===== config.mk =====
export PLATFORM = sky130hd
export DESIGN_NAME = station_timer_scheduler
export DESIGN_NICKNAME = d
export VERILOG_FILES = /design/src/rtl/fab_pkg.sv /design/src/rtl/rr_arbiter.sv /design/src/rtl/station_timer_scheduler.sv
export SDC_FILE = /design/constraint.sdc
export NUM_CORES = 1
export LEC_CHECK = 0
export CORE_ASPECT_RATIO = 1.4
export CORE_UTILIZATION = 44
export DETAILED_ROUTE_END_ITERATION = 12
export PLACE_DENSITY_LB_ADDON = 0.15
export SLEW_MARGIN = 5
export SYNTH_ARGS = -nofsm -noshare
export SYNTH_HDL_FRONTEND = slang
export SYNTH_HIERARCHICAL = 1
export SYNTH_SLANG_ARGS = --single-unit

===== constraint.sdc =====
create_clock -name clk -period 7.5 [get_ports clk]
set_clock_uncertainty 0.15 [all_clocks]
set_input_delay 1.125 -clock clk [delete_from_list [all_inputs] [get_ports clk]]
set_output_delay 1.125 -clock clk [all_outputs]
set_load 0.005 [all_outputs]

===== src/rtl/fab_pkg.sv =====
// Shared definitions for the factory station timing blocks: timer FSM states,
// default counter geometry and the 100 ms tick period.
package fab_pkg;

  typedef enum logic [1:0] {
    StIdle,
    StDelay,
    StOn,
    StDone
  } timer_state_e;

  localparam int unsigned DefCntW    = 13;
  localparam int unsigned DefOnTicks = 500;

  // Clock cycles per pulse100ms strobe, assuming a 100 MHz system clock.
  localparam int unsigned Pulse100msPeriod = 10_000_000;

endpackage


===== src/rtl/rr_arbiter.sv =====
// Combinational round-robin arbiter: grants the first requester at or after ptr_i,
// wrapping modulo N. Output is one-hot, or all-zero when nobody requests.
module rr_arbiter #(
  parameter int unsigned N = 4,
  localparam int unsigned IdxW = (N > 1) ? $clog2(N) : 1
) (
  input  logic [N-1:0]    req_i,
  input  logic [IdxW-1:0] ptr_i,
  output logic [N-1:0]    gnt_o
);

  always_comb begin
    logic            found;
    logic [IdxW-1:0] idx;
    gnt_o = '0;
    found = 1'b0;
    idx   = '0;
    for (int unsigned k = 0; k < N; k++) begin
      idx = IdxW'((32'(ptr_i) + k) % N);
      if (!found && req_i[idx]) begin
        gnt_o[idx] = 1'b1;
        found      = 1'b1;
      end
    end
  end

endmodule


===== src/rtl/station_timer_scheduler.sv =====
// Shares one delay-then-on timer between N_REQ stations under round-robin arbitration.
// Define STATION_TIMER_ABORT_EN to let the owner cancel by dropping its request.
module station_timer_scheduler
  import fab_pkg::*;
#(
  parameter int unsigned N_REQ    = 4,
  parameter int unsigned CNT_W    = DefCntW,
  parameter int unsigned ON_TICKS = DefOnTicks
) (
  input  logic                   clk,
  input  logic                   rst_n,
  input  logic                   pulse100ms,
  input  logic [N_REQ-1:0]       req,
  input  logic [N_REQ*CNT_W-1:0] delay_cfg,
  output logic [N_REQ-1:0]       grant,
  output logic                   on_phase,
  output logic                   busy,
  output logic [N_REQ-1:0]       done
);

  localparam int unsigned     IdxW   = $clog2(N_REQ);
  localparam logic [CNT_W-1:0] OnLoad = CNT_W'(ON_TICKS);

  timer_state_e     state_q, state_d;
  logic [N_REQ-1:0] grant_q, grant_d;
  logic [N_REQ-1:0] done_q, done_d;
  logic [CNT_W-1:0] cnt_q, cnt_d;
  logic             on_q, on_d;
  logic [IdxW-1:0]  ptr_q, ptr_d;
  logic [IdxW-1:0]  win_q, win_d;

  logic [N_REQ-1:0] arb_gnt;
  logic [IdxW-1:0]  arb_idx;
  logic [CNT_W-1:0] dly_arr [N_REQ];
  logic             req_lost;

  rr_arbiter #(
    .N (N_REQ)
  ) u_rr_arbiter (
    .req_i (req),
    .ptr_i (ptr_q),
    .gnt_o (arb_gnt)
  );

  for (genvar g = 0; g < N_REQ; g++) begin : g_dly
    assign dly_arr[g] = delay_cfg[g*CNT_W +: CNT_W];
  end

  always_comb begin
    arb_idx = '0;
    for (int unsigned i = 0; i < N_REQ; i++) begin
      if (arb_gnt[IdxW'(i)]) arb_idx = IdxW'(i);
    end
  end

`ifdef STATION_TIMER_ABORT_EN
  assign req_lost = ~|(req & grant_q);
`else
  assign req_lost = 1'b0;
`endif

  always_comb begin
    state_d = state_q;
    grant_d = grant_q;
    cnt_d   = cnt_q;
    on_d    = on_q;
    ptr_d   = ptr_q;
    win_d   = win_q;
    done_d  = '0;
    unique case (state_q)
      StIdle: begin
        if (|req) begin
          grant_d = arb_gnt;
          win_d   = arb_idx;
          cnt_d   = dly_arr[arb_idx];
          state_d = StDelay;
        end
      end
      StDelay: begin
        // Zero test on the registered count: a tick landing on zero is dropped.
        if (req_lost) begin
          state_d = StDone;
        end else if (cnt_q == '0) begin
          cnt_d   = OnLoad;
          on_d    = 1'b1;
          state_d = StOn;
        end else if (pulse100ms) begin
          cnt_d = cnt_q - CNT_W'(1);
        end
      end
      StOn: begin
        if (req_lost) begin
          on_d    = 1'b0;
          state_d = StDone;
        end else if (cnt_q == '0) begin
          on_d    = 1'b0;
          done_d  = grant_q;
          state_d = StDone;
        end else if (pulse100ms) begin
          cnt_d = cnt_q - CNT_W'(1);
        end
      end
      StDone: begin
        grant_d = '0;
        ptr_d   = (win_q == IdxW'(N_REQ - 1)) ? '0 : win_q + IdxW'(1);
        state_d = StIdle;
      end
      default: state_d = StIdle;
    endcase
  end

  always_ff @(posedge clk or negedge rst_n) begin
    if (!rst_n) begin
      state_q <= StIdle;
      grant_q <= '0;
      done_q  <= '0;
      cnt_q   <= '0;
      on_q    <= 1'b0;
      ptr_q   <= '0;
      win_q   <= '0;
    end else begin
      state_q <= state_d;
      grant_q <= grant_d;
      done_q  <= done_d;
      cnt_q   <= cnt_d;
      on_q    <= on_d;
      ptr_q   <= ptr_d;
      win_q   <= win_d;
    end
  end

  assign grant    = grant_q;
  assign on_phase = on_q;
  assign busy     = |grant_q;
  assign done     = done_q;

endmodule


==> results of run 1 <==
==> cell usage in the layout, fill, tap and decap left out, types with 5 or more instances in the layout <==
cell and count:
clkdlybuf4s50_1 68, dfrtp_1 28, o21ai_0 23, nor2_1 20, nand2_1 19, inv_1 17
nor3_1 17, mux2i_1 14, a21oi_1 14, ha_1 14, a22o_1 8, a31oi_1 7
and2_1 5, nor2b_1 5, buf_4 5
==> how the worst max path moves through the flow <==
stage | from | to | depth (start not counted) | slack [ns]
detailed placement | req[3] | cnt_q[6]$_DFFE_PN0P_ | 11 | 3.11
global route | req[3] | cnt_q[7]$_DFFE_PN0P_ | 11 | 3.13
finish | req[3] | cnt_q[6]$_DFFE_PN0P_ | 11 | 3.38
floorplan | req[3] | cnt_q[1]$_DFFE_PN0P_ | 12 | 3.54
CTS | req[3] | cnt_q[6]$_DFFE_PN0P_ | 11 | 3.36
global placement | req[3] | cnt_q[6]$_DFFE_PN0P_ | 11 | 3.17
==> cell families after synthesis <==
group                      count (synthesis)  synth area share
AOI/OAI and AO/OA                         85             0.243
xor gates and xnor gates                   1           0.00361
adders and majority gates                 14            0.0722
buffers and inverters                     35            0.0727
DFF                                       28             0.289
muxes                                     22             0.116
and+or+nand+nor                           90             0.204
==> final cells by class <==
type	instances	share of cell area
Clock buffer	3	0.0131
Tap cell	66	0.0262
Inverter	17	0.0202
Multi-Input combinational cell	212	0.491
Timing Repair Buffer	73	0.228
Sequential cell	28	0.222
==> cell usage after synthesis (2+ instances only) <==
master and number:
a211oi_1 3, or4_1 3, a21o_2 4, nand2b_1 4
clkbuf_1 8, o21ai_1 3, o21ai_0 23, and2_1 5
nor2b_1 5, ha_1 14, or3_1 4, nor2_1 20
a2111oi_0 4, a31oi_1 7, nand3_1 2, o21a_1 2
buf_6 5, o2bb2ai_1 2, a21oi_1 14, mux4_2 2
mux4_1 2, buf_2 3, a22o_1 8, o211ai_1 4
dfrtp_1 28, nand2_1 19, nor3_1 17, mux2_2 4
mux2i_1 14, nor4_1 4, a221o_1 4, inv_1 17
==> where the power goes <==
group | switching [uW] | total [uW] | internal, uW | leakage (uW)
clock | 44.5 | 80.5 | 36.0 | 0.0000216
combinational | 578 | 1040 | 459 | 0.000923
sequential | 70.4 | 283 | 212 | 0.000360
==> worst max-delay path: cells and delay by family <==
kind            cells  cell delay, ns
mux                 1            0.62
compound gates      5            1.00
buf+inv             3            0.94
simple gates        2            0.48
==> registers in the layout, summed over array words and instances (netlist names) <==
signal	flops
ptr_q	2
on_phase	1
done	4
grant	4
state_q	2
win_q	2
cnt_q	13
==> layer usage <==
| metal | vias to the layer above | global-route usage | routed length, um |
|---|---|---|---|
| li1 | 1133 | - | - |
| met1 | 1102 | 0.253 | 2440 |
| met2 | 55 | 0.483 | 3800 |
| met3 | 8 | 0.0127 | 140 |
| met4 | 0 | 0.0574 | 91 |
| met5 | - | 0 | 0 |
==> per-stage QoR <==
stage / worst slack, ns / cell area [um^2] / hold WS (ns) / total power (uW)
after global placement: 3.17 / 3120 / 0.330 / 1300
after CTS: 3.36 / 3160 / 0.371 / 1410
after global routing: 3.13 / 3160 / 0.403 / 1540
after floorplan: 3.54 / 2430 / 0.304 / 1090
after detailed placement: 3.11 / 3120 / 0.351 / 1320
final: 3.38 / 3160 / 0.374 / 1400
==> flow_metrics.env, run 1 <==
export IMPL_outcome="finished, final reports clean"
export IMPL_r2r_start="ptr_q[0]$_DFFE_PN0P_"
export IMPL_clock_sinks=28
export IMPL_ir_drop_mv=0.195
export IMPL_firstDrtPassIters=4
export IMPL_dp_cells=396
export IMPL_die_h_um=89.9
export IMPL_crit_slowest_cell="mux4_2"
export IMPL_num_rows=31
export IMPL_hold_path_depth=2
export IMPL_clockBufferDepth=2
export IMPL_nFillCells=501
export IMPL_yosysTopAreaCell="dfrtp_1"
export IMPL_antenna_left=0
export IMPL_clock_latency_ns=0.27
export IMPL_drtIter0Drc=75
export IMPL_drcViolationCount=0
export IMPL_yosys_warnings=6
export IMPL_io_buffers=68
export IMPL_setup_viol=0
export IMPL_finalSetupTns_ns=0
export IMPL_n_antenna_cell=0
export IMPL_syn_inst=275
export IMPL_multi_input_area_mm2=0.00155
export IMPL_synth_area_mm2=0.00243
export IMPL_synth_cell_type_count=49
export IMPL_cts_buffers=3
export IMPL_path_clk_slew_ns=0.09
export IMPL_ys_seq_area_frac=0.289
export IMPL_hold_viol=0
export IMPL_io_pins=69
export IMPL_routabilityCongestion=0.900
export IMPL_period_share=0.550
export IMPL_worstHoldPathType="reg2reg"
export IMPL_cap_violations=0
export IMPL_ctsResizeCount=0
export IMPL_start_util=0.464
export IMPL_worstPathArrival_ns=4.17
export IMPL_slew_headroom=0.524
export IMPL_antenna_found_initial=0
export IMPL_hpwl_um=5120
export IMPL_syn_to_final_growth_pct=30.1
export IMPL_grt_pass1_wl_um=11000
export IMPL_r2r_end="cnt_q[6]$_DFFE_PN0P_"
export IMPL_grt_max_degree=29
export IMPL_cellPowerDensity_mw_per_mm2=443
export IMPL_critPathKind="in2reg"
export IMPL_ys_async_sr_fraction=1.00
export IMPL_die_w_um=64.8
export IMPL_cp_max_fo=17
export IMPL_routed_via_density=5.76
export IMPL_die_area_mm2=0.00582
export IMPL_drive_gt1_frac=0.0691
export IMPL_finalCriticalPeriod_ns=4.12
export IMPL_cp_common_cell="a31oi_1"
export IMPL_reg2reg_depth=12
export IMPL_finalCoreUtilization=0.603
export IMPL_min_to="win_q[0]$_DFFE_PN0P_"
export IMPL_synth_seq_cells=28
export IMPL_cpPeakStageDelay_ns=0.62
export IMPL_crit_chain="clkdlybuf4s50_1 -> mux4_2 -> nor4b_4 -> nand2_1 -> o211ai_1 -> buf_4 -> inv_1 -> a2111oi_0 -> a31oi_1 -> a31oi_1 -> a2bb2oi_1"
export IMPL_vias=2298
export IMPL_min_delay_start="win_q[0]$_DFFE_PN0P_"
export IMPL_timing_fmax_mhz=243
export IMPL_slew_viol_final=0
export IMPL_p_leak_uw=0.00130
export IMPL_core_area_mm2=0.00524
export IMPL_track_usage=0.238
export IMPL_worst_pin_slew_ns=0.708
export IMPL_synthesis_nets=348
export IMPL_crit_path_end_kind="register"
export IMPL_clockRootBuffer="clkbuf_8"
export IMPL_grt_pass1_vias=2324
export IMPL_drt_total_wl_um=6480
export IMPL_rsz0062_at_grt="false"
export IMPL_detail_route_wl_per_cell_um=16.2
export IMPL_register_area_um2=701
export IMPL_r2r_setup_slack_ns=3.91
export IMPL_fin_cells=399
export IMPL_fin_nets=408
export IMPL_netlist_top_cells_area="dfrtp_1 (29%), ha_1 (7.2%), mux2i_1 (5.8%)"
export IMPL_tritoncts="done"
export IMPL_synth_enable_flop_cells=0
export IMPL_cts_max_level=1
export IMPL_synth_top_area_share=0.289
export IMPL_cp_required_ns=7.55
export IMPL_syn_area_per_cell_um2=8.83
export IMPL_gr_total_overflow=0
export IMPL_hold_buffers=0
export IMPL_synthFlopType="dfrtp_1"
export IMPL_cts_setup_buffers=0
export IMPL_cp_start_kind="input pin"
(Power assumes the default switching activity.)
==> inputs of run 2 (changes only) <==
Clock period 7.5 ns to 3.9 ns, I/O delays scaled along.
==> run 2 against run 1 <==
Against the previous run: clock-buffer cell count unchanged; cell count increased by 1.5%; non-clock buffer count increased by 6; hold slack got worse by 0.0031 ns; wire length decreased by 1.3%; sequential power increased by 92%; first-iteration DRC count increased by 17%; combinational power increased by 110%; die area unchanged; clock power increased by 94%; global-route usage decreased by 0.29 points; highest routed layer unchanged; final area increased by 2.2%; largest cell class unchanged.
==> flow_metrics.env, run 2 (same netlist as run 1, synthesis figures left out) <==
export IMPL_num_rows=31
export IMPL_period_share=0.902
export IMPL_syn_to_final_growth_pct=32.9
export IMPL_timing_fmax_mhz=284
export IMPL_cp_max_fo=10
export IMPL_cp_start_kind="input pin"
export IMPL_vias=2294
export IMPL_crit_chain="clkdlybuf4s50_1 -> mux4_2 -> nor2_1 -> nand2_1 -> o211ai_1 -> buf_4 -> a2111oi_0 -> a31oi_1 -> a31oi_1 -> a2bb2oi_1"
export IMPL_grt_pass1_vias=2331
export IMPL_p_leak_uw=0.00134
export IMPL_nFillCells=476
export IMPL_die_area_mm2=0.00582
export IMPL_routabilityCongestion=0.859
export IMPL_worst_pin_slew_ns=0.910
export IMPL_tritoncts="done"
export IMPL_critPathKind="in2reg"
export IMPL_hold_buffers=0
export IMPL_cap_violations=0
export IMPL_io_pins=69
export IMPL_antenna_found_initial=0
export IMPL_drive_gt1_frac=0.0855
export IMPL_antenna_left=0
export IMPL_drtIter0Drc=88
export IMPL_die_h_um=89.9
export IMPL_worstPathArrival_ns=3.52
export IMPL_clock_latency_ns=0.27
export IMPL_path_clk_slew_ns=0.09
export IMPL_drt_total_wl_um=6390
export IMPL_rsz0062_at_grt="false"
export IMPL_cp_common_cell="a31oi_1"
export IMPL_cellPowerDensity_mw_per_mm2=883
export IMPL_cts_buffers=3
export IMPL_design_area_mm2=0.00323
export IMPL_cts_max_level=1
export IMPL_slew_viol_final=0
export IMPL_gr_total_overflow=0
export IMPL_cpPeakStageDelay_ns=0.75
export IMPL_outcome="finished, final reports clean"
export IMPL_firstDrtPassIters=4
export IMPL_ir_drop_mv=0.346
export IMPL_grt_max_degree=29
export IMPL_hold_viol=0
export IMPL_core_area_mm2=0.00524
export IMPL_clockBufferDepth=2
export IMPL_setup_viol=0
export IMPL_fin_nets=414
export IMPL_r2r_setup_slack_ns=0.38
export IMPL_io_buffers=68
export IMPL_crit_slowest_cell="o211ai_1"
export IMPL_hpwl_um=5030
export IMPL_ctsResizeCount=0
export IMPL_die_w_um=64.8
export IMPL_drcViolationCount=0
export IMPL_clockRootBuffer="clkbuf_8"
export IMPL_crit_path_end_kind="register"
export IMPL_slew_headroom=0.391
export IMPL_clock_sinks=28
export IMPL_detail_route_wl_per_cell_um=15.8
export IMPL_place_area_mm2=0.00316
export IMPL_largest_reg_flops=13
export IMPL_start_util=0.464
export IMPL_routed_via_density=5.66
export IMPL_n_antenna_cell=0
export IMPL_finalCriticalPeriod_ns=3.52
export IMPL_track_usage=0.235
export IMPL_layout_commonest_cell="clkdlybuf4s50_1"
export IMPL_fin_cells=405
export IMPL_grt_pass1_wl_um=10800
export IMPL_worstHoldPathType="reg2reg"
export IMPL_cp_required_ns=3.90
export IMPL_mostFrequentLayoutCells="clkdlybuf4s50_1 (68), dfrtp_1 (28), o21ai_0 (23)"
export IMPL_finalSetupTns_ns=0
export IMPL_top_register="cnt_q"
export IMPL_dp_cells=399
## run 2: cell count changes in the layout (fill, tap and decap cells not counted), sizes merged
cell	change
buf	+6
## run 2: area by class of cell
type / instances / area, um^2 / area share
clock buffers: 3 / 41.3 / 0.0128
well taps: 66 / 82.6 / 0.0256
flip-flops and latches: 28 / 701 / 0.217
repair buffers: 79 / 788 / 0.244
inverters: 17 / 63.8 / 0.0198
multi-input cells: 212 / 1550 / 0.480
## run 2: metrics by stage
| step | setup WS [ns] | power [uW] | hold slack [ns] | util |
|---|---|---|---|---|
| 2_1_floorplan | 0.372 | 2100 | 0.139 | - |
| 3_3_place_gp | 0.122 | 2610 | 0.334 | 0.604 |
| 3_5_place_dp | 0.0248 | 2660 | 0.342 | 0.604 |
| 4_1_cts | 0.271 | 2820 | 0.372 | 0.612 |
| 5_1_grt | 0.0673 | 3130 | 0.398 | 0.616 |
| 6_report | 0.382 | 2850 | 0.371 | 0.616 |
## run 2: worst max-delay path: cells and delay by family
family / cells / cell delay (ns)
buffers and inverters: 2 / 0.75
and+or+nand+nor: 2 / 0.25
muxes: 1 / 0.63
AOI/OAI and AO/OA: 5 / 1.31
## run 2: routing by layer
layer	share of wire	global-route usage	routed length, um	vias to the layer above
met3	0.026	0.0178	166	12
met2	0.55	0.444	3540	56
met5	0	0	0	-
li1	-	-	-	1152
met1	0.39	0.263	2510	1074
met4	0.028	0.0907	182	0
## run 2: path summary, 6_finish.rpt
kind | from | endpoint | cells past startpoint
worst min register to register | on_phase$_DFFE_PN0P_ | on_phase$_DFFE_PN0P_ | 2
worst max-delay path | req[3] | cnt_q[6]$_DFFE_PN0P_ | 10
min in group asynchronous | rst_n | grant[0]$_DFFE_PN0P_ | 2
worst max register to register | ptr_q[0]$_DFFE_PN0P_ | cnt_q[6]$_DFFE_PN0P_ | 11
worst min-delay path | on_phase$_DFFE_PN0P_ | on_phase$_DFFE_PN0P_ | 2
max in group asynchronous | rst_n | cnt_q[10]$_DFFE_PN0P_ | 2
## run 2: where the power goes
| part | switching [uW] | internal (uW) | leakage (uW) |
|---|---|---|---|
| Clock | 86.9 | 69.3 | 0.0000216 |
| Sequential | 134 | 408 | 0.000360 |
| Combinational | 1140 | 1010 | 0.000961 |
## run 2: what timing repair did
action | in CTS | in global routing
hold endpoints to repair | 0 | 0
buffers inserted | 0 | 3
endpoints found under the setup margin | 0 | 2
